[src/rtl/uart_rx_fsm_pkg.sv]
// uart_rx_fsm_pkg: baud divisors for a 12 MHz clock and receiver state encoding.
package uart_rx_fsm_pkg;
  localparam int B300 = 40000;
  localparam int B1200 = 10000;
  localparam int B2400 = 5000;
  localparam int B9600 = 1250;
  localparam int B19200 = 625;
  localparam int B57600 = 208;
  localparam int B115200 = 104;
  typedef enum logic [2:0] {IDLE, START, DATA, STOP, WAIT_HI} state_t;
endpackage

[src/rtl/uart_rx_fsm_baudgen_rx.sv]
// baudgen_rx: bit-period down-counter with half-period preload; tick marks each mid-bit sample point.
module baudgen_rx #(
  parameter int BAUD = 104
) (
  input  logic clk,
  input  logic rstn,
  input  logic en,
  input  logic load_half,
  output logic tick
);
  localparam int W = $clog2(BAUD);
  logic [W-1:0] cnt;
  assign tick = en && cnt == '0;
  always_ff @(posedge clk or negedge rstn)
    if (!rstn) cnt <= '0;
    else if (load_half) cnt <= W'(BAUD / 2 - 1);
    else if (tick) cnt <= W'(BAUD - 1);
    else if (en) cnt <= cnt - 1'b1;
endmodule

[src/rtl/uart_rx_fsm.sv]
// uart_rx_fsm: 8N1 receiver sampling a synchronised rx line at mid-bit.
module uart_rx_fsm
  import uart_rx_fsm_pkg::*;
#(
  parameter int BAUD = B115200,
  parameter int SYNC = 2
) (
  input  logic       clk,
  input  logic       rstn,
  input  logic       rx,
  output logic [7:0] data,
  output logic       rcv,
  output logic       ferr,
  output logic       busy
);
  state_t state, state_n;
  logic [SYNC-1:0] sync;
  logic rx_s, tick, rcv_n, ferr_n;
  logic [7:0] sh, sh_n, data_n;
  logic [2:0] bitc, bitc_n;
  assign rx_s = sync[SYNC-1];
  assign busy = state != IDLE;
  baudgen_rx #(.BAUD(BAUD)) u_baud (
    .clk(clk),
    .rstn(rstn),
    .en(state == START || state == DATA || state == STOP),
    .load_half(state == IDLE && !rx_s),
    .tick(tick)
  );
  always_ff @(posedge clk or negedge rstn)
    if (!rstn) begin
      sync <= '1;
      state <= IDLE;
      sh <= '0;
      bitc <= '0;
      data <= '0;
      rcv <= 1'b0;
      ferr <= 1'b0;
    end else begin
      sync <= {sync[SYNC-2:0], rx};
      state <= state_n;
      sh <= sh_n;
      bitc <= bitc_n;
      data <= data_n;
      rcv <= rcv_n;
      ferr <= ferr_n;
    end
  always_comb begin
    state_n = state;
    sh_n = sh;
    bitc_n = bitc;
    data_n = data;
    rcv_n = 1'b0;
    ferr_n = 1'b0;
    case (state)
      IDLE: state_n = rx_s ? IDLE : START;
      START:
        if (tick) begin
          state_n = rx_s ? IDLE : DATA;
          bitc_n = '0;
        end
      DATA:
        if (tick) begin
          sh_n = {rx_s, sh[7:1]};
          bitc_n = bitc + 3'd1;
          state_n = bitc == 3'd7 ? STOP : DATA;
        end
      STOP:
        if (tick) begin
          state_n = rx_s ? IDLE : WAIT_HI;
          data_n = rx_s ? sh : data;
          rcv_n = rx_s;
          ferr_n = !rx_s;
        end
      WAIT_HI: state_n = rx_s ? IDLE : WAIT_HI;
      default: state_n = IDLE;
    endcase
  end
endmodule

[config.mk]
export PLATFORM = sky130hd
export DESIGN_NAME = uart_rx_fsm
export DESIGN_NICKNAME = d
export VERILOG_FILES = /design/src/rtl/uart_rx_fsm_pkg.sv /design/src/rtl/uart_rx_fsm_baudgen_rx.sv /design/src/rtl/uart_rx_fsm.sv
export SDC_FILE = /design/constraint.sdc
export NUM_CORES = 1
export LEC_CHECK = 0
export BUFFER_PORTS_ARGS = -buffer_cell sky130_fd_sc_hd__clkbuf_2
export CAP_MARGIN = 15
export CORE_AREA = 2 2 56 53
export CTS_CLUSTER_DIAMETER = 200
export DETAILED_ROUTE_END_ITERATION = 16
export DIE_AREA = 0 0 58 55
export PLACE_DENSITY = 0.77
export SLEW_MARGIN = 20
export SYNTH_ARGS = -nofsm -noshare
export SYNTH_HDL_FRONTEND = slang
export SYNTH_SLANG_ARGS = --single-unit
[constraint.sdc]
create_clock -name clk -period 3.05 [get_ports clk]
set_input_delay 0 -clock clk [delete_from_list [all_inputs] [get_ports clk]]
set_output_delay 0 -clock clk [all_outputs]
set_load 0.1 [all_outputs]
==> metrics.txt <==
status finished, final reports clean; vias in the first global route 940; number of clock buffers inserted by TritonCTS 5; hold crit path type input port to async pin; crit-path leading delay family simple AND/OR/NAND/NOR gates; Ys Warns 0; share of cells above drive strength 1 32.12%; gpl congestion 0.8674; Max Fanout on Critical Path 8; grt total ovfl 0; DRT Wirelength 2488 um; clk slew on worst S/H paths 0.09 ns; area fraction in compound gates after synthesis 8.640%; f_max 476.8 MHz; Initial DRC Count 22; crit share post-route 68.77%; global-route wire length before repair 4174 um; CTS tree built; DRC viols 0; Buf+Inv Stages, Crit Path 1; Synth Area in Simple Gates 15.65%; Least-Margin Pin Slew 0.7932 ns; Pins Over Slew Limit 0; Synth Area in XOR/XNOR 0%; Setup CP Type flip-flop to flip-flop; Initial Utilization 55.99%; Syn Inst Count 117; All-Layer GR Usage 18.19%; Setup TNS Final 0 ns; Syn Std Cell Area 1463 um2; Leak 0.8618 nW; die area 3190 um2; Clock Path Buffers 2; I/O Pins 14; drt wl/cell 14.90 um; Cell Rows 18; CTS root buf clkbuf_4; register area 828.3 um2; Routed Antenna Nets 0; fillers 205; Synth Register Bits 33; dominant combinational cell family by area after synthesis simple AND/OR/NAND/NOR gates; DP HPWL 1717 um; via count 950; Area Growth Syn to Fin 11.55%; RSZ-0062 raised after global routing false; Most used DFF post-synth dfrtp_1; power consumption 0.7005 mW; sequential fraction of the synthesis area 56.63%; clock skew 0.008114 ns; largest net degree at the start of global routing 34; Critical Path RT 3.26 ns; Die Span X 58 um; ant diodes 0; worst path cell trace inv_1, ha_1, or3b_1, nor3_4, nand3_4, mux2_2; Netlist cell types 36; initial antenna violation count 0; Adder-Cell Fraction of Synth Area 2.566%; CP arrival 2.30 ns; maxcap violations 0; pwr dens 429.3 nW/um2; Slew HR 47.12%; first-pass iteration count of the detailed router 4; VDD IR-drop max 0.4169 mV; post-layout minimum cycle time 2.097 ns; Final Hold Viols 0; Via density 5.689; Worst path max stage delay 0.48 ns; Synth Area per Inst 12.50 um2; clk_lat worst skew 0.32 ns; Nets 142; port bufs 13; Worst setup SP type flip-flop; syn_nets 123; Setup violations, final 0; Critical Path Sink Type flip-flop; CTS sink count 33; multiplexer area fraction after synthesis 14.37%; Worst path slowest cell or3b_1; EDFF count, synth 0; core area 2613 um2; H-tree depth 2; Die Y-Extent 55 um; pre-CTS setup slack 0.9987 ns; final worst slack 0.9526 ns; area of the multi-input gates 603.1 um2; Async S/R FF share, synth 100.0%
power breakdown:
part | leakage [nW] | total [mW] | internal [mW] | switching (mW)
Combinational | 0.390 | 0.0120 | 0.00303 | 0.00896
Sequential | 0.439 | 0.442 | 0.440 | 0.00217
Clock | 0.0326 | 0.247 | 0.114 | 0.133
Total | 0.862 | 0.700 | 0.556 | 0.144
cell type report:
type                            count  area share (%)
Sequential cell                    33           50.77
Multi-Input combinational cell     76           36.96
Timing Repair Buffer               15           5.215
Clock buffer                        8           3.604
Tap cell                           30           2.301
Inverter                            5           1.150
sequential cells by signal, indices dropped and copies added (netlist names):
register,flops
u_baud.cnt,7
bitc,3
state,3
sync,2
sh,8
rcv,1
data,8
ferr,1
layout by cell type (no fill, tap or decap), types with 2 or more instances in the layout:
master,n
dfrtp_1,31
mux2_2,16
clkbuf_2,13
nand2_1,8
inv_1,5
nor2_1,5
clkbuf_4,5
a21o_1,4
nor2b_1,3
nor3_1,3
a21oi_1,3
o21ai_0,3
mux2i_1,3
ha_1,3
or3_1,2
or4_1,2
nand2b_1,2
a32o_1,2
clkbuf_1,2
dlygate4sd3_1,2
dfstp_2,2
synthesized netlist by cell type (2+ instances only):
library cell | instances | area share (%)
nand2_1 | 8 | 2.1
mux2i_1 | 3 | 2.1
or3_1 | 2 | 0.86
inv_1 | 5 | 1.3
a21oi_1 | 3 | 1.0
ha_1 | 3 | 2.6
nor3_1 | 3 | 1.0
nor2_1 | 5 | 1.3
o21ai_0 | 3 | 1.0
nand2b_1 | 2 | 0.86
a32o_1 | 2 | 1.4
a21o_1 | 4 | 2.1
dfrtp_1 | 31 | 53
dfstp_2 | 2 | 3.6
mux2_2 | 16 | 12
or4_1 | 2 | 1.0
nor2b_1 | 3 | 1.3
clkbuf_1 | 2 | 0.51
cell families after synthesis:
kind of cell	after synthesis
AO/OA/AOI/OAI	18
adder cells (fa/ha/maj)	3
buffers and inverters	8
flip-flops	33
multiplexers	19
AND/OR/NAND/NOR	36
metrics by stage:
step	hold slack (ns)	area [um2]	util, %	instances
floorplan	-0.2956	1463	-	117
global placement	0.09161	1553	59.43	157
detailed placement	0.08932	1553	59.43	157
CTS	0.2979	1632	62.45	167
global route	0.3066	1632	62.45	167
finish	0.2894	1632	62.45	167
routing by layer:
metal / global-route usage, % / routed length (um) / up-vias
met3: 5.349 / 102 / 5
met5: 0 / 0 / -
met2: 30.11 / 1220 / 16
met4: 10.08 / 38 / 0
met1: 21.72 / 1127 / 472
li1: - / - / 457
worst paths after layout:
| path | depth (start not counted) | to | start | slack [ns] |
|---|---|---|---|---|
| min | 2 | data[1] | rstn | 0.29 |
| max in group asynchronous | 2 | data[6] | rstn | 2.26 |
| min in group clk | 2 | sync[0] | rx | 0.31 |
| min reg2reg | 0 | sync[1] | sync[0] | 0.36 |
| max | 6 | data[7] | u_baud.cnt[0] | 0.95 |
| max reg2reg | 6 | data[7] | u_baud.cnt[0] | 0.95 |
worst reg2reg max path: stages (launching register included):
cell and delay, ns:
dfrtp_1 0.42, inv_1 0.07, ha_1 0.20, or3b_1 0.48
nor3_4 0.29, nand3_4 0.20, mux2_2 0.32
timing repair:
action,CTS,global route
setup endpoints to repair,0,0
setup buffers,0,0
gates resized for setup,0,0
hold buffers,2,0
hold endpoints to repair,32,0
No activity file was read; power rests on OpenSTA's default activity.
